**config.mk**
```make
export PLATFORM = sky130hd
export DESIGN_NAME = spike_rate_decoder
export DESIGN_NICKNAME = d
export VERILOG_FILES = /design/src/rtl/spike_rate_decoder.sv
export SDC_FILE = /design/constraint.sdc
export NUM_CORES = 1
export LEC_CHECK = 0
export CAP_MARGIN = 20
export CORE_ASPECT_RATIO = 1.2
export CORE_MARGIN = 2
export CORE_UTILIZATION = 45
export DETAILED_ROUTE_END_ITERATION = 16
export PLACE_DENSITY = 0.64
export SLEW_MARGIN = 20
export SYNTH_ARGS = -nofsm -noshare
export SYNTH_HDL_FRONTEND = slang
export SYNTH_SLANG_ARGS = --single-unit
```
**constraint.sdc**
```tcl
create_clock -name clk -period 2.4 [get_ports clk]
set_input_delay 0.36 -clock clk [delete_from_list [all_inputs] [get_ports clk]]
set_output_delay 0.36 -clock clk [all_outputs]
set_load 0.1 [all_outputs]
```
**src/rtl/spike_rate_decoder.sv**
```systemverilog
// Spike-train decoder: per-window spike count with a valid/ready result and
// overrun flag, plus an inter-spike-interval measurement between consecutive events.
module spike_rate_decoder (
    input  logic       clk,
    input  logic       rst_n,
    input  logic       spike_in,
    input  logic       en,
    input  logic [7:0] win_len,
    output logic [7:0] rate_out,
    output logic       valid_out,
    input  logic       ready_in,
    output logic       overrun,
    output logic [7:0] isi_out,
    output logic       isi_upd
);

    typedef enum logic {IDLE, COUNT} state_t;

    state_t     state_q, state_d;
    logic       spike_prev_q;
    logic [7:0] spk_cnt_q, spk_cnt_d;
    logic [7:0] win_cnt_q, win_cnt_d;
    logic [7:0] isi_cnt_q, isi_cnt_d;
    logic       isi_armed_q, isi_armed_d;
    logic [7:0] rate_q, rate_d;
    logic       valid_q, valid_d;
    logic       overrun_q, overrun_d;
    logic [7:0] isi_out_q, isi_out_d;
    logic       isi_upd_q, isi_upd_d;

    logic       spike_evt;
    logic [7:0] win_last;
    logic       load;

    assign spike_evt = spike_in & ~spike_prev_q;
    // 8-bit wrap makes win_len=0 compare against 255, i.e. a 256-cycle window.
    assign win_last  = win_len - 8'd1;

    always_comb begin
        state_d     = state_q;
        spk_cnt_d   = spk_cnt_q;
        win_cnt_d   = win_cnt_q;
        isi_armed_d = isi_armed_q;
        rate_d      = rate_q;
        valid_d     = valid_q;
        overrun_d   = overrun_q;
        isi_out_d   = isi_out_q;
        isi_upd_d   = 1'b0;
        load        = 1'b0;
        isi_cnt_d   = (isi_cnt_q == 8'd255) ? 8'd255 : isi_cnt_q + 8'd1;

        case (state_q)
            IDLE: begin
                isi_armed_d = 1'b0;
                if (en) begin
                    state_d   = COUNT;
                    win_cnt_d = 8'd0;
                    spk_cnt_d = 8'd0;
                end
            end
            COUNT: begin
                if (!en) begin
                    state_d     = IDLE;
                    isi_armed_d = 1'b0;
                end else begin
                    if (win_cnt_q == win_last) begin
                        load      = 1'b1;
                        rate_d    = spk_cnt_q + {7'd0, spike_evt};
                        win_cnt_d = 8'd0;
                        spk_cnt_d = 8'd0;
                    end else begin
                        win_cnt_d = win_cnt_q + 8'd1;
                        spk_cnt_d = spk_cnt_q + {7'd0, spike_evt};
                    end
                    if (spike_evt) begin
                        isi_cnt_d   = 8'd1;
                        isi_armed_d = 1'b1;
                        if (isi_armed_q) begin
                            isi_out_d = isi_cnt_q;
                            isi_upd_d = 1'b1;
                        end
                    end
                end
            end
            default: state_d = IDLE;
        endcase

        // A fresh result wins over a same-cycle handshake so valid stays high.
        if (load) begin
            valid_d = 1'b1;
            if (valid_q && !ready_in) begin
                overrun_d = 1'b1;
            end
        end else if (valid_q && ready_in) begin
            valid_d = 1'b0;
        end
    end

    always_ff @(posedge clk or negedge rst_n) begin
        if (!rst_n) begin
            state_q      <= IDLE;
            spike_prev_q <= 1'b0;
            spk_cnt_q    <= 8'd0;
            win_cnt_q    <= 8'd0;
            isi_cnt_q    <= 8'd0;
            isi_armed_q  <= 1'b0;
            rate_q       <= 8'd0;
            valid_q      <= 1'b0;
            overrun_q    <= 1'b0;
            isi_out_q    <= 8'd0;
            isi_upd_q    <= 1'b0;
        end else begin
            state_q      <= state_d;
            spike_prev_q <= spike_in;
            spk_cnt_q    <= spk_cnt_d;
            win_cnt_q    <= win_cnt_d;
            isi_cnt_q    <= isi_cnt_d;
            isi_armed_q  <= isi_armed_d;
            rate_q       <= rate_d;
            valid_q      <= valid_d;
            overrun_q    <= overrun_d;
            isi_out_q    <= isi_out_d;
            isi_upd_q    <= isi_upd_d;
        end
    end

    assign rate_out  = rate_q;
    assign valid_out = valid_q;
    assign overrun   = overrun_q;
    assign isi_out   = isi_out_q;
    assign isi_upd   = isi_upd_q;

endmodule

```
==> load_flow_metrics.sql <==
INSERT INTO impl_metrics (metric_group, metric, value, unit) VALUES
('run_status', 'outcome', 'finished, final reports clean', ''),
('final_layout', 'final_net_count', '316', ''),
('synth', 'syn-instance-count', '233', ''),
('place', 'dp_hpwl', '3584', 'um'),
('floorplan', 'die_h', '84.52', 'um'),
('route', 'ant_nets', '0', ''),
('power', 'ir_drop', '0.6307', 'mV'),
('synth', 'yosysWarningCount', '0', ''),
('grt', 'grt_pass1_wl', '8811', 'um'),
('setup_path', 'reg2reg_from', 'win_cnt_q[6]$_DFFE_PN0P_', ''),
('route', 'routed_wl', '5077', 'um'),
('min_path', 'worst_hold_path_type', 'flop to flop', ''),
('sta', 'final_hold_viol_count', '0', ''),
('place', 'port_buffers', '31', ''),
('synth', 'synth.yosys.seq_area_share', '0.4735', ''),
('floorplan', 'ioPinCount', '32', ''),
('floorplan', 'core-area', '5261', 'sq um'),
('setup_path', 'start_kind', 'input pin', ''),
('clock_tree', 'cts.htree.levels', '2', ''),
('min_path', 'worstHoldStart', 'overrun$_DFFE_PN0P_', ''),
('place', 'placement.setup.worst_slack', '-410.2', 'ps'),
('floorplan', 'initial_core_util', '0.4621', ''),
('setup_path', 'critical_path.endpoint_type', 'flop', ''),
('grt', 'grt_antenna_before_repair', '0', ''),
('route', 'via_per_inst', '5.406', ''),
('final_layout', 'antenna_cells', '0', ''),
('synth', 'number_of_enable_flip_flop_cells_after_synthesis', '0', ''),
('power', 'leakagePower', '0.001598', 'uW'),
('final_layout', 'drive_above_1_share', '0.3020', ''),
('sta', 'grt_setup_unrepaired', 'false', ''),
('clock_tree', 'clk_path_buf_depth', '2', ''),
('min_path', 'whs_path_depth', '1', ''),
('setup_path', 'timing.critical_path.fanout_max', '4', ''),
('synth', 'synth-seq-cells', '46', ''),
('floorplan', 'dieArea', '6009', 'sq um'),
('sta', 'fmax', '436.7', 'MHz'),
('route', 'detail_route.wl_per_cell', '14.10', 'um'),
('synth', 'post_synth.cell_area_avg', '10.43', 'sq um'),
('setup_path', 'rrSetupSlack', '190', 'ps'),
('synth', 'synth.most_common_cell', 'dfrtp_1', ''),
('power', 'power.net_switching', '677.8', 'uW'),
('clock_tree', 'cts.sinks', '46', ''),
('setup_path', 'critPathRequiredTime', '2580', 'ps'),
('setup_path', 'setup.worst_path.class', 'input pin to flop', ''),
('synth', 'netlist.top_cell.by_area', 'dfrtp_1', ''),
('power', 'intPower', '1292', 'uW'),
('synth', 'netlist-cell-type-count', '50', ''),
('clock_tree', 'root_cell_of_the_clock_tree', 'clkbuf_8', ''),
('sta', 'worst_slew_pin_slew', '426.7', 'ps'),
('route', 'drt_first_pass_iters', '4', ''),
('sta', 'finalClockSkew', '8.978', 'ps'),
('clock_tree', 'cts_inserted_buffers', '5', ''),
('grt', 'via_count_of_the_first_global_routing_pass', '1887', ''),
('clock_tree', 'cts_tree', 'done', ''),
('grt', 'global_route.overflow_total', '0', ''),
('floorplan', 'die-width', '71.10', 'um'),
('sta', 'slew_headroom', '0.7148', ''),
('power', 'power.sequential.fraction', '0.496', ''),
('run', 'cap_violations', '0', ''),
('sta', 'holdWs', '475.2', 'ps'),
('route', 'detail_route.drc_violations', '0', ''),
('synth', 'synth_top_cells_by_area', 'dfrtp_1, mux2_2, xnor2_1, xor2_1, ha_1', ''),
('grt', 'track_usage', '0.1848', ''),
('power', 'power.density', '622.1', 'nW/um^2'),
('grt', 'grt_start_max_net_pins', '21', ''),
('floorplan', 'row_count', '29', ''),
('synth', 'number_of_nets_in_the_synthesized_netlist', '251', ''),
('sta', 'min_period_over_period', '0.9541', ''),
('power', 'netSwitchingFraction', '0.3440', ''),
('clock_tree', 'worst_skew_pair.late_latency', '290', 'ps'),
('power', 'combinationalPowerShare', '0.284', '');
-- final cells by class --
class	count	area (sq um)
fill	460	2095
multi-input combinational	170	1272
sequential	46	1151
timing repair buffer	65	551.8
tap	62	77.57
clock buffer	7	76.32
inverter	10	37.54
-- layout by cell type, fill, tap and decap left out, drive strengths merged, types with 3 or more instances in the layout --
| cell type | Yosys | routed |
|---|---|---|
| dfrtp | 46 | 46 |
| a211oi | 3 | 3 |
| and3 | 8 | 8 |
| nor4 | 3 | 3 |
| clkdlybuf4s50 | 0 | 5 |
| buf | 3 | 53 |
| xnor2 | 9 | 9 |
| clkbuf | 4 | 7 |
| nor3 | 5 | 5 |
| a22o | 5 | 5 |
| o21ai | 9 | 9 |
| or2 | 4 | 4 |
| inv | 10 | 10 |
| a21oi | 11 | 11 |
| nand2b | 4 | 4 |
| nand3 | 12 | 12 |
| dlymetal6s2s | 0 | 3 |
| and2 | 3 | 3 |
| mux2 | 16 | 16 |
| nand2 | 12 | 12 |
| a221o | 3 | 3 |
| nor2b | 7 | 7 |
| xor2 | 8 | 8 |
| ha | 5 | 5 |
| a211o | 3 | 3 |
| nor2 | 15 | 15 |
| dlygate4sd2 | 0 | 3 |
-- worst max path at each step --
stage	from	end
2_1_floorplan	win_len[0]	rate_out[0]$_DFFE_PN0P_
3_3_place_gp	win_len[0]	rate_out[5]$_DFFE_PN0P_
3_5_place_dp	win_len[0]	rate_out[4]$_DFFE_PN0P_
4_1_cts	win_len[3]	rate_out[5]$_DFFE_PN0P_
5_1_grt	win_len[2]	rate_out[5]$_DFFE_PN0P_
6_report	win_len[2]	rate_out[3]$_DFFE_PN0P_
-- registers in the layout (all words and copies together), names as in the netlist --
| register | count |
|---|---|
| isi_armed_q | 1 |
| isi_cnt_q | 8 |
| isi_out | 8 |
| isi_upd | 1 |
| overrun | 1 |
| rate_out | 8 |
| spike_prev_q | 1 |
| spk_cnt_q | 8 |
| state_q | 1 |
| valid_out | 1 |
| win_cnt_q | 8 |
-- layer usage --
layer  vias to the layer above  routed length [um]  track usage
met2                        33                2427       0.2974
met5                         -                   0            0
met3                         7                 138      0.03241
met1                       941                2429       0.2527
li1                        965                   -            -
met4                         0                  82      0.06346
-- through the flow --
stage	total power (uW)	area (sq um)	utilization	instances	setup TNS, ps
after floorplan	1365	2431	-	233	0
after global placement	1531	2953	0.5612	347	-7316
after detailed placement	1539	2953	0.5612	347	-7558
after CTS	1992	3128	0.5945	359	0
after global routing	2099	3167	0.6019	360	0
final	1970	3167	0.6019	360	0
-- critical path, stage by stage --
cell and delay, ps:
dlygate4sd2_1 260, nor4_2 290, buf_4 160, and3b_1 160
o21ai_1 90, buf_4 150, a22o_4 220, nor3_4 200
buf_12 130, buf_6 110, mux2_2 320
-- kinds of logic (layout without fill, tap and decap cells) --
kind of cell / after synthesis / count (layout) / synth area share
XOR/XNOR: 17 / 17 / 0.06125
multiplexers: 17 / 17 / 0.07823
AND/OR/NAND/NOR: 81 / 81 / 0.1822
buffers and inverters: 17 / 82 / 0.03037
flip-flops: 46 / 46 / 0.4735
AO/OA/AOI/OAI: 50 / 50 / 0.1487
adder cells (fa/ha/maj): 5 / 5 / 0.02573
-- power groups by stage --
| stage | clock network [uW] | registers [uW] | logic (uW) |
|---|---|---|---|
| floorplan | 0 | 1130 | 233 |
| global placement | 0 | 992 | 539 |
| detailed placement | 0 | 994 | 545 |
| CTS | 455 | 979 | 559 |
| global route | 493 | 1000 | 605 |
| finish | 433 | 978 | 559 |
-- what timing repair did --
action	in CTS	in global routing
pin swaps	4	2
hold endpoints to repair	16	0
resized for setup	15	7
setup buffers	4	1
endpoints found under the setup margin	12	11
hold buffers	1	0
Power figures use the tool's default switching activity.
